$ cat config.mk
export PLATFORM = sky130hd
export DESIGN_NAME = target_centroid_flat
export DESIGN_NICKNAME = d
export VERILOG_FILES = /design/src/rtl/centroid_pkg.sv /design/src/rtl/target_centroid_if.sv /design/src/rtl/centroid_div.sv /design/src/rtl/target_centroid.sv /design/src/flat_wrapper.sv
export SDC_FILE = /design/constraint.sdc
export NUM_CORES = 1
export LEC_CHECK = 0
export CAP_MARGIN = 10
export CORE_ASPECT_RATIO = 0.9
export CORE_UTILIZATION = 35
export CTS_BUF_LIST = sky130_fd_sc_hd__clkbuf_16
export CTS_CLUSTER_DIAMETER = 30
export DETAILED_ROUTE_END_ITERATION = 10
export PLACE_DENSITY = 0.58
export SYNTH_ARGS = -nofsm -noshare
export SYNTH_HDL_FRONTEND = slang
export SYNTH_SLANG_ARGS = --single-unit
$ cat constraint.sdc
create_clock -name clk -period 7.8 [get_ports clk]
set_input_delay 2.34 -clock clk [delete_from_list [all_inputs] [get_ports clk]]
set_output_delay 2.34 -clock clk [all_outputs]
set_load 0.03 [all_outputs]
$ cat src/rtl/centroid_pkg.sv
// Shared constants and FSM state type for the target centroid block.
package centroid_pkg;
    localparam int X_W   = 10;
    localparam int Y_W   = 10;
    localparam int SUM_W = 28;
    localparam int CNT_W = 19;

    typedef enum logic [1:0] {
        IDLE,
        DIV_X,
        DIV_Y,
        DONE
    } state_t;
endpackage

$ cat src/rtl/target_centroid_if.sv
// Pixel stream in / centroid result out bundle for target_centroid.
interface target_centroid_if;
    import centroid_pkg::*;

    logic             href_in;
    logic             vsync_in;
    logic             de_in;
    logic             bin_in;
    logic             obj_valid;
    logic             obj_found;
    logic [X_W-1:0]   cx;
    logic [Y_W-1:0]   cy;
    logic [CNT_W-1:0] pix_cnt;
    logic [X_W-1:0]   x_min;
    logic [X_W-1:0]   x_max;
    logic [Y_W-1:0]   y_min;
    logic [Y_W-1:0]   y_max;
    logic             busy;

    modport master (
        output href_in, vsync_in, de_in, bin_in,
        input  obj_valid, obj_found, cx, cy, pix_cnt,
        input  x_min, x_max, y_min, y_max, busy
    );

    modport slave (
        input  href_in, vsync_in, de_in, bin_in,
        output obj_valid, obj_found, cx, cy, pix_cnt,
        output x_min, x_max, y_min, y_max, busy
    );
endinterface

$ cat src/rtl/centroid_div.sv
// Serial restoring divider: one quotient bit per cycle, SUM_W cycles.
// The start cycle performs the first step; a start overrides any
// division in progress. done is high during the cycle of the last step,
// so quotient is final in the cycle after done.
module centroid_div
    import centroid_pkg::*;
(
    input  logic             clk,
    input  logic             rst_n,
    input  logic             start,
    input  logic [SUM_W-1:0] dividend,
    input  logic [CNT_W-1:0] divisor,
    output logic             done,
    output logic [SUM_W-1:0] quotient
);
    logic [SUM_W-1:0] dvd_q;
    logic [CNT_W-1:0] dsr_q;
    logic [CNT_W-1:0] rem_q;
    logic [4:0]       steps_q;

    logic [SUM_W-1:0] dvd_src;
    logic [SUM_W-1:0] quo_src;
    logic [CNT_W-1:0] dsr_src;
    logic [CNT_W-1:0] rem_src;
    logic [CNT_W:0]   rem_sh;
    logic [CNT_W-1:0] rem_diff;
    logic             ge;
    logic             step;

    // Select fresh operands on start, otherwise continue the running division.
    always_comb begin
        dvd_src  = start ? dividend : dvd_q;
        quo_src  = start ? '0       : quotient;
        dsr_src  = start ? divisor  : dsr_q;
        rem_src  = start ? '0       : rem_q;
        rem_sh   = {rem_src, dvd_src[SUM_W-1]};
        ge       = rem_sh >= {1'b0, dsr_src};
        rem_diff = rem_sh[CNT_W-1:0] - dsr_src;
        step     = start || (steps_q != 5'd0);
        done     = !start && (steps_q == 5'd1);
    end

    // One shift-compare-subtract step per cycle.
    always_ff @(posedge clk or negedge rst_n) begin
        if (!rst_n) begin
            dvd_q    <= '0;
            dsr_q    <= '0;
            rem_q    <= '0;
            steps_q  <= '0;
            quotient <= '0;
        end else if (step) begin
            dvd_q    <= {dvd_src[SUM_W-2:0], 1'b0};
            dsr_q    <= dsr_src;
            rem_q    <= ge ? rem_diff : rem_sh[CNT_W-1:0];
            quotient <= {quo_src[SUM_W-2:0], ge};
            steps_q  <= start ? 5'(SUM_W - 1) : steps_q - 5'd1;
        end
    end
endmodule

$ cat src/rtl/target_centroid.sv
// Per-frame object centroid: accumulates coordinate sums of object pixels
// and divides them by the pixel count at each vsync rising edge.
// Optional bounding box trackers: define CENTROID_BBOX_EN.
module target_centroid
    import centroid_pkg::*;
#(
    parameter int IMG_WIDTH  = 640,
    parameter int IMG_HEIGHT = 480,
    parameter int MIN_PIXELS = 16
) (
    input logic              clk,
    input logic              rst_n,
    target_centroid_if.slave io
);
    localparam logic [X_W-1:0]   X_LAST  = X_W'(IMG_WIDTH - 1);
    localparam logic [Y_W-1:0]   Y_LAST  = Y_W'(IMG_HEIGHT - 1);
    localparam logic [CNT_W-1:0] MIN_CNT = CNT_W'(MIN_PIXELS);

    logic             href_d, vsync_d;
    logic             href_fall, vsync_rise, boundary, hit;
    logic [X_W-1:0]   x_cnt;
    logic [Y_W-1:0]   y_cnt;
    logic [SUM_W-1:0] sum_x, sum_y, snap_sx, snap_sy;
    logic [CNT_W-1:0] cnt, snap_cnt;
    logic             snap_found, first_q;
    state_t           state, state_nx;
    logic             start_q, start_nx;
    logic             div_done;
    logic [SUM_W-1:0] quotient;
    logic [X_W-1:0]   cx_res, q_clamp;

    assign href_fall  = href_d && !io.href_in;
    assign vsync_rise = io.vsync_in && !vsync_d;
    assign boundary   = vsync_rise && !first_q;
    assign hit        = io.de_in && io.bin_in;
    assign io.busy    = (state != IDLE);
    // Mean coordinates always fit the column range; saturation only guards.
    assign q_clamp    = (|quotient[SUM_W-1:X_W]) ? '1 : quotient[X_W-1:0];

    // Input edge detection and pixel position counters.
    always_ff @(posedge clk or negedge rst_n) begin
        if (!rst_n) begin
            href_d  <= 1'b0;
            vsync_d <= 1'b0;
            x_cnt   <= '0;
            y_cnt   <= '0;
        end else begin
            href_d  <= io.href_in;
            vsync_d <= io.vsync_in;
            if (vsync_rise || href_fall) x_cnt <= '0;
            else if (io.de_in && x_cnt != X_LAST) x_cnt <= x_cnt + 1'b1;
            if (vsync_rise) y_cnt <= '0;
            else if (href_fall && y_cnt != Y_LAST) y_cnt <= y_cnt + 1'b1;
        end
    end

    // Accumulators and frame-boundary snapshot; a pixel on the boundary
    // cycle seeds the new frame.
    always_ff @(posedge clk or negedge rst_n) begin
        if (!rst_n) begin
            sum_x      <= '0;
            sum_y      <= '0;
            cnt        <= '0;
            snap_sx    <= '0;
            snap_sy    <= '0;
            snap_cnt   <= '0;
            snap_found <= 1'b0;
            first_q    <= 1'b1;
        end else if (vsync_rise) begin
            snap_sx    <= sum_x;
            snap_sy    <= sum_y;
            snap_cnt   <= cnt;
            snap_found <= (cnt >= MIN_CNT) && (cnt != '0);
            first_q    <= 1'b0;
            sum_x      <= hit ? SUM_W'(x_cnt) : '0;
            sum_y      <= hit ? SUM_W'(y_cnt) : '0;
            cnt        <= hit ? CNT_W'(1) : '0;
        end else if (hit) begin
            sum_x <= sum_x + SUM_W'(x_cnt);
            sum_y <= sum_y + SUM_W'(y_cnt);
            cnt   <= cnt + 1'b1;
        end
    end

    // FSM state register and divider start pulse.
    always_ff @(posedge clk or negedge rst_n) begin
        if (!rst_n) begin
            state   <= IDLE;
            start_q <= 1'b0;
        end else begin
            state   <= state_nx;
            start_q <= start_nx;
        end
    end

    // Next state: a boundary always restarts; a stale done is ignored on start.
    always_comb begin
        state_nx = state;
        start_nx = 1'b0;
        if (boundary) begin
            if ((cnt >= MIN_CNT) && (cnt != '0)) begin
                state_nx = DIV_X;
                start_nx = 1'b1;
            end else begin
                state_nx = DONE;
            end
        end else begin
            case (state)
                IDLE: state_nx = IDLE;
                DIV_X: if (!start_q && div_done) begin
                    state_nx = DIV_Y;
                    start_nx = 1'b1;
                end
                DIV_Y: if (!start_q && div_done) state_nx = DONE;
                DONE:  state_nx = IDLE;
                default: state_nx = IDLE;
            endcase
        end
    end

    centroid_div u_div (
        .clk      (clk),
        .rst_n    (rst_n),
        .start    (start_q),
        .dividend ((state == DIV_Y) ? snap_sy : snap_sx),
        .divisor  (snap_cnt),
        .done     (div_done),
        .quotient (quotient)
    );

    // Result registers, updated together with the obj_valid pulse.
    always_ff @(posedge clk or negedge rst_n) begin
        if (!rst_n) begin
            cx_res       <= '0;
            io.obj_valid <= 1'b0;
            io.obj_found <= 1'b0;
            io.cx        <= '0;
            io.cy        <= '0;
            io.pix_cnt   <= '0;
        end else begin
            if (state == DIV_Y && start_q) cx_res <= q_clamp;
            io.obj_valid <= 1'b0;
            if (state == DONE && !boundary) begin
                io.obj_valid <= 1'b1;
                io.obj_found <= snap_found;
                io.pix_cnt   <= snap_cnt;
                io.cx        <= snap_found ? cx_res : '0;
                io.cy        <= snap_found ? Y_W'(q_clamp) : '0;
            end
        end
    end

`ifdef CENTROID_BBOX_EN
    logic [X_W-1:0] bx_min, bx_max, sx_min, sx_max, ox_min, ox_max;
    logic [Y_W-1:0] by_min, by_max, sy_min, sy_max, oy_min, oy_max;

    // Per-frame box trackers, snapshotted at the boundary.
    always_ff @(posedge clk or negedge rst_n) begin
        if (!rst_n) begin
            bx_min <= '1; bx_max <= '0; by_min <= '1; by_max <= '0;
            sx_min <= '0; sx_max <= '0; sy_min <= '0; sy_max <= '0;
        end else if (vsync_rise) begin
            sx_min <= bx_min; sx_max <= bx_max;
            sy_min <= by_min; sy_max <= by_max;
            bx_min <= hit ? x_cnt : '1;
            bx_max <= hit ? x_cnt : '0;
            by_min <= hit ? y_cnt : '1;
            by_max <= hit ? y_cnt : '0;
        end else if (hit) begin
            if (x_cnt < bx_min) bx_min <= x_cnt;
            if (x_cnt > bx_max) bx_max <= x_cnt;
            if (y_cnt < by_min) by_min <= y_cnt;
            if (y_cnt > by_max) by_max <= y_cnt;
        end
    end

    // Box outputs follow the same DONE update as the centroid.
    always_ff @(posedge clk or negedge rst_n) begin
        if (!rst_n) begin
            ox_min <= '0; ox_max <= '0; oy_min <= '0; oy_max <= '0;
        end else if (state == DONE && !boundary) begin
            ox_min <= snap_found ? sx_min : '0;
            ox_max <= snap_found ? sx_max : '0;
            oy_min <= snap_found ? sy_min : '0;
            oy_max <= snap_found ? sy_max : '0;
        end
    end

    assign io.x_min = ox_min;
    assign io.x_max = ox_max;
    assign io.y_min = oy_min;
    assign io.y_max = oy_max;
`else
    assign io.x_min = '0;
    assign io.x_max = '0;
    assign io.y_min = '0;
    assign io.y_max = '0;
`endif
endmodule
$ cat src/flat_wrapper.sv
// flat-port wrapper written by rule: the top's interface ports become plain ports
module target_centroid_flat import centroid_pkg::*;
#(
    parameter int IMG_WIDTH  = 640,
    parameter int IMG_HEIGHT = 480,
    parameter int MIN_PIXELS = 16
)
  (clk, rst_n, io_href_in, io_vsync_in, io_de_in, io_bin_in, io_obj_valid, io_obj_found, io_cx, io_cy, io_pix_cnt, io_x_min, io_x_max, io_y_min, io_y_max, io_busy);
  target_centroid_if io_i ();
  input logic clk;
  input logic rst_n;
  input wire logic [$bits(io_i.href_in)-1:0] io_href_in;
  input wire logic [$bits(io_i.vsync_in)-1:0] io_vsync_in;
  input wire logic [$bits(io_i.de_in)-1:0] io_de_in;
  input wire logic [$bits(io_i.bin_in)-1:0] io_bin_in;
  output wire logic [$bits(io_i.obj_valid)-1:0] io_obj_valid;
  output wire logic [$bits(io_i.obj_found)-1:0] io_obj_found;
  output wire logic [$bits(io_i.cx)-1:0] io_cx;
  output wire logic [$bits(io_i.cy)-1:0] io_cy;
  output wire logic [$bits(io_i.pix_cnt)-1:0] io_pix_cnt;
  output wire logic [$bits(io_i.x_min)-1:0] io_x_min;
  output wire logic [$bits(io_i.x_max)-1:0] io_x_max;
  output wire logic [$bits(io_i.y_min)-1:0] io_y_min;
  output wire logic [$bits(io_i.y_max)-1:0] io_y_max;
  output wire logic [$bits(io_i.busy)-1:0] io_busy;
  assign io_i.href_in = io_href_in;
  assign io_i.vsync_in = io_vsync_in;
  assign io_i.de_in = io_de_in;
  assign io_i.bin_in = io_bin_in;
  assign io_obj_valid = io_i.obj_valid;
  assign io_obj_found = io_i.obj_found;
  assign io_cx = io_i.cx;
  assign io_cy = io_i.cy;
  assign io_pix_cnt = io_i.pix_cnt;
  assign io_x_min = io_i.x_min;
  assign io_x_max = io_i.x_max;
  assign io_y_min = io_i.y_min;
  assign io_y_max = io_i.y_max;
  assign io_busy = io_i.busy;
  target_centroid #(.IMG_WIDTH(IMG_WIDTH), .IMG_HEIGHT(IMG_HEIGHT), .MIN_PIXELS(MIN_PIXELS)) u_core (.clk(clk), .rst_n(rst_n), .io(io_i));
endmodule
# ---- Word level (Yosys, flattened, before mapping)
# Cells that the tools add are included.
dict set report totals {
  reg_bits 326
  in_bits 6
  out_inout_bits 82
  elab_cells 103
}
dict set report classes {
  n_addsub 7
  magnitude_cmp 2
  n_eq_ne 8
  mux 33
  reduce_logical 28
}
# op count
set op_table {}
lappend op_table {{$mux 28} 6}
lappend op_table {{$mux 19} 5}
lappend op_table {{$mux 10} 9}
lappend op_table {{$add 28x10->28} 2}
lappend op_table {{$mux 27} 1}
lappend op_table {{$add 10x1->10 const B} 2}
lappend op_table {{$ge 20x19->1} 1}
lappend op_table {{$add 19x1->19 const B} 1}
lappend op_table {{$ge 19x5->1 const B} 1}
lappend op_table {{$reduce_bool 19->1} 1}
lappend op_table {{$sub 19x19->19} 1}
lappend op_table {{$reduce_or 18->1} 1}
lappend op_table {{$logic_and 1x1->1} 11}
lappend op_table {{$ne 10x10->1 const B} 1}
lappend op_table {{$ne 10x9->1 const B} 1}
lappend op_table {{$mux 2} 4}
lappend op_table {{$reduce_bool 2->1} 4}
lappend op_table {{$mux 1} 6}
lappend op_table {{$ne 3x1->1 const B} 2}
lappend op_table {{$pmux 2 s3} 1}
lappend op_table {{$eq 5x1->1 const B} 1}
lappend op_table {{$logic_not 1->1} 5}
lappend op_table {{$mux 5} 1}
lappend op_table {{$reduce_bool 5->1} 1}
lappend op_table {{7 further kinds} 9}

# ---- Logic depth before layout (Yosys ltp)
dict set report depth {
  word_depth 6
  ltp_mapped 17
  mapped_depth_nobuf 14
}

# ---- Cells and area by module
# Synthesis repeated with hierarchy kept, for this count alone.
dict set report unflattened {
  hier_cells 1813
  hier_area_um2 16806.1
}
# mod n_inst cells_per_inst area_per_inst_um2 seq_area_each_um2
set by_module_without_submodules {}
lappend by_module_without_submodules {target_centroid 1 1217 11282.1 5706.7}
lappend by_module_without_submodules {centroid_div 1 596 5524.0 2452.4}

# ---- Worst setup path after synthesis
# No wires, ideal clock.
dict set report synth_timing {
  path_kind {in2reg}
  startpoint {in io_de_in}
  endpoint {reg u_core.sum_y[27]}
  setup_ns 0.132
  t_arrival_ns 3.759
  required_time_ns 7.668
  setup_slack_ns 3.909
  path_stages 7
  n_path_buf 0
  cell_sequence {nand2_1 -> a211oi_4 -> and3_4 -> nand4_4 -> or4_4 -> xor2_1 -> nor2_1}
}
dict set report synth_between {
  elab_chain_cells 2
}
# item line_no
set synth_rtl {}
lappend synth_rtl {{from (decl)} flat_wrapper.sv:14} ;# input wire logic [$bits(io_i.de_in)-1:0] io_de_in;
lappend synth_rtl {{$logic_and 1x1->1} target_centroid.sv:35} ;# assign hit = io.de_in && io.bin_in;
lappend synth_rtl {{$reduce_bool 2->1 (no line)} --}
lappend synth_rtl {{to (signal assigned)} target_centroid.sv:76} ;# sum_y <= hit ? SUM_W'(y_cnt) : '0;
lappend synth_rtl {{to (signal assigned)} target_centroid.sv:80} ;# sum_y <= sum_y + SUM_W'(y_cnt);
lappend synth_rtl {{to (decl)} target_centroid.sv:23} ;# logic [SUM_W-1:0] sum_x, sum_y, snap_sx, snap_sy;
# No other way between the ends.
# A chain may end at the register's enable or synchronous reset.

# ---- Worst setup path in the final report
dict set report layout_timing {
  startpoint {reg u_core.start_q}
  endpoint {reg u_core.u_div.rem_q[4]}
}
dict set report layout_between {
  elab_chain_cells 3
  word_cells_on_any_way 7
  cone_classes {1 x add/sub; 1 x order compare; 4 x mux; 1 x reduce/logical}
}
# item line_no
set layout_rtl {}
lappend layout_rtl {{from (decl)} target_centroid.sv:27} ;# logic start_q, start_nx;
lappend layout_rtl {{from (signal assigned)} target_centroid.sv:92} ;# start_q <= start_nx;
lappend layout_rtl {{$mux 28, or another cell as far along} centroid_div.sv:32} ;# dvd_src = start ? dividend : dvd_q;
lappend layout_rtl {{$sub 19x19->19 / $ge 20x19->1 (equally long branches)} {centroid_div.sv:38, centroid_div.sv:37}}
lappend layout_rtl {{$mux 19} centroid_div.sv:54} ;# rem_q <= ge ? rem_diff : rem_sh[CNT_W-1:0];
lappend layout_rtl {{to (signal assigned)} centroid_div.sv:54}
lappend layout_rtl {{to (decl)} centroid_div.sv:18} ;# logic [CNT_W-1:0] rem_q;
# Parallel ways exist; a longest one is shown, timed or not.

==> run metrics <==
status=finished clean; Post-CTS Hold Buffers=0; via-per-instance ratio=4.85; CP max FO=35; synth warn=0; Crit Path Class=reg2reg; Worst Path Arrival=5.50 ns; CTS tree=yes; Clk Latency, worst-skew pair=0.58 ns; multi-input combinational cell area=7530 sq um; Placed Cells incl. Taps=2,381; DRC viols=0; first-pass GRT wire length=61,300 um; HPWL Detailed=23,900 um; Synth Area in Compound Gates=11.3%; Critical Path Source Type=flip-flop; EDFF count, synth=0; root buf cell=clkbuf_16; PortBufs=47; final cell count without fillers=2,520; Hold Path Depth=2; drt first pass iters=7; Syn Area/Cell=9.09 sq um; routability congestion estimate=0.832; core footprint=45,600 sq um; Pleak=0.00921 uW; vias in the first global route=12,000; Slew @ Worst Pin=1.01 ns; Post-Route WL=36,400 um; synthesis-stage register bit count=326; VDD IR max=170 uV; Top-Level Pins=88; Layout Utilization=43.5%; distinct cell type count after synthesis=76; Period Utilization, post-route=64.7%; worst hold path type=reg2reg; Max Clock Skew=0.0177 ns; sum of negative setup slack=0 ns; fmax=198 MHz; Hold Vio Cnt, Final=0; Bufs on Longest Clock Path=3; Die Area=47,400 sq um; layout cells sized above 1=9.47%; main combinational cell family by area after synthesis=simple AND/OR/NAND/NOR gates; P per Cell Area=362 nW/um^2; setup-violating endpoint count in the final report=0; Slew Limit Fails=0; XOR/XNOR share of the synthesized area=4.84%; synthesized area=16,300 sq um; Total Routing Usage GR=15.8%; hold_ws=0.467 ns; Reg area=8160 sq um; initial DRC count=784; number of fill cells in the layout=4,388; Die X=229 um; Die Y=207 um; Congestion Overflow GR=0; Worst EP required=8.25 ns; Worst Reg2Reg Path Length in Cells=13; number of antenna-violating nets in the routed design=0; Vias=12,200; Total Nets Final=1,911; area grow syn2layout=21.9%; Syn Inst Count=1,794; asr flop ratio synth=100%; Clock Sinks=326; antenna diode count=0; WL/cell=14.5 um; post-synthesis simple-gate area fraction=20.5%; Post-CTS Resized=0; RSZ-0062 raised after global routing=no; CTS H-tree lvls=3; minimum clock period=5.05 ns; Max Cap Viol=0; initial antenna violation count=0; top_reg_cell synth=dfrtp_1; # Post-CTS Setup Buffers=0; sequential area share after synthesis=50.1%; mux share of post-synthesis cell area=4.17%; Cell Rows=74; crit end category=flip-flop; register clock-pin slew on the reported worst setup and hold paths=0.04 ns; Slew HR=32.5%; adder-cell share of the synthesized area=4.21%; CTS Buf Count=76; Initial Util=35.7%; largest net degree at the start of global routing=146
[worst paths after layout]
kind | start | to | slack (ns)
hold reg to reg | u_core.snap_sx[25] | u_core.snap_sx[25] | 0.47
min in group asynchronous | rst_n | u_core.io.pix_cnt[9] | 1.86
setup reg to reg | u_core.start_q | u_core.u_div.rem_q[4] | 2.75
max in group asynchronous | rst_n | u_core.u_div.dvd_q[19] | 4.55
hold / removal | u_core.snap_sx[25] | u_core.snap_sx[25] | 0.47
setup / recovery | u_core.start_q | u_core.u_div.rem_q[4] | 2.75
[cell usage in the layout, fill, tap and decap left out, types with 11 or more instances in the layout]
master,count
nand2_1,459
nor2b_1,25
clkbuf_16,79
mux2i_1,42
xor2_1,47
ha_1,49
or3_1,14
mux2_2,21
o21a_1,11
o21ai_1,14
inv_1,49
nand3_1,28
nor2_1,151
nor3_1,25
xnor2_1,43
clkdlybuf4s50_1,46
dfrtp_1,324
nand4_1,15
buf_4,15
conb_1,40
clkinv_1,14
bufinv_16,12
a21oi_1,110
o21ai_0,103
nor4_1,12
[per-layer routing]
metal  routed length (um)  GRT usage [%]
met5                    0              0
met3                 1190           3.09
met4                  852           5.64
met2                15800           23.9
met1                18500           22.5
[kinds of logic after synthesis]
group                    after synthesis
AO/OA/AOI/OAI                        313
XOR/XNOR                              90
adder cells (fa/ha/maj)               53
buffers and inverters                169
flip-flops                           326
multiplexers                          65
other                                  1
AND/OR/NAND/NOR                      777
[per-stage QoR]
stage,power [uW],setup slack (ns),instance area (sq um)
2_1_floorplan,3530,3.91,16400
3_3_place_gp,3960,2.80,17200
3_5_place_dp,4000,2.74,17200
4_1_cts,7280,2.81,19900
5_1_grt,7600,2.44,19900
6_report,7190,2.75,19900
[cell type report]
type                    count  share of cell area, %
multi-input cells        1338                   37.9
flip-flops and latches    326                   41.1
repair buffers             64                   3.16
clock buffers              79                   9.95
clock inverters            59                   3.26
inverters                  46                  0.869
well taps                 608                   3.83
[state kept, by name (all words and copies together) (netlist names), 19 cells and up]
| name | flops |
|---|---|
| u_core.snap_sy | 28 |
| u_core.u_div.rem_q | 19 |
| u_core.sum_x | 28 |
| u_core.io.pix_cnt | 19 |
| u_core.snap_cnt | 19 |
| u_core.u_div.quotient | 28 |
| u_core.snap_sx | 28 |
| u_core.u_div.dsr_q | 19 |
| u_core.u_div.dvd_q | 27 |
| u_core.cnt | 19 |
| u_core.sum_y | 28 |
[synthesized netlist by cell type, types with 4 or more instances]
library cell    n  area share (%)
nand2_1       459              11
a211oi_1        8            0.37
o211ai_1        9            0.41
buf_4          40             1.8
mux2_2         21             1.5
nand4_1        15            0.58
nor2b_1        26             1.0
a221o_1         7            0.43
xor2_1         47             2.5
o21ai_0       103             3.2
xnor2_1        43             2.3
o21a_1         11            0.51
nor4_1         12            0.46
a31oi_1         5            0.19
nor3_1         25            0.77
o31ai_1         4            0.18
buf_1          12            0.28
clkbuf_1       66             1.5
dfrtp_1       325              50
a21oi_1       110             3.4
or3_1          14            0.54
nor2_1        152             3.5
and3_1         10            0.38
a21o_1          8            0.37
inv_1          45             1.0
ha_1           50             3.8
nand2b_1        4            0.15
nand3_1        28            0.86
buf_2           4            0.12
o21bai_1        4            0.18
and2_1          5            0.19
a22oi_1         5            0.23
mux2i_1        42             2.6
o21ai_1        15            0.46
[power breakdown]
| group | internal (uW) | leakage (uW) | switching, uW | total, uW |
|---|---|---|---|---|
| registers | 1980 | 0.00438 | 200 | 2180 |
| clock network | 2230 | 0.00128 | 998 | 3220 |
| logic | 740 | 0.00355 | 1050 | 1790 |
| total | 4950 | 0.00921 | 2250 | 7190 |
[worst max-delay path: stages, from the launching register on]
cell,delay (ns)
dfrtp_2,0.66
clkinv_1,0.68
buf_4,0.48
nor2_1,0.15
a21oi_1,0.07
ha_1,0.26
fa_1,0.42
nor2b_1,0.20
o31a_1,0.20
o21ai_2,0.11
o211ai_1,0.27
nand2_1,0.58
and2_1,0.45
a221o_1,0.38
Power figures use the tool's default switching activity.
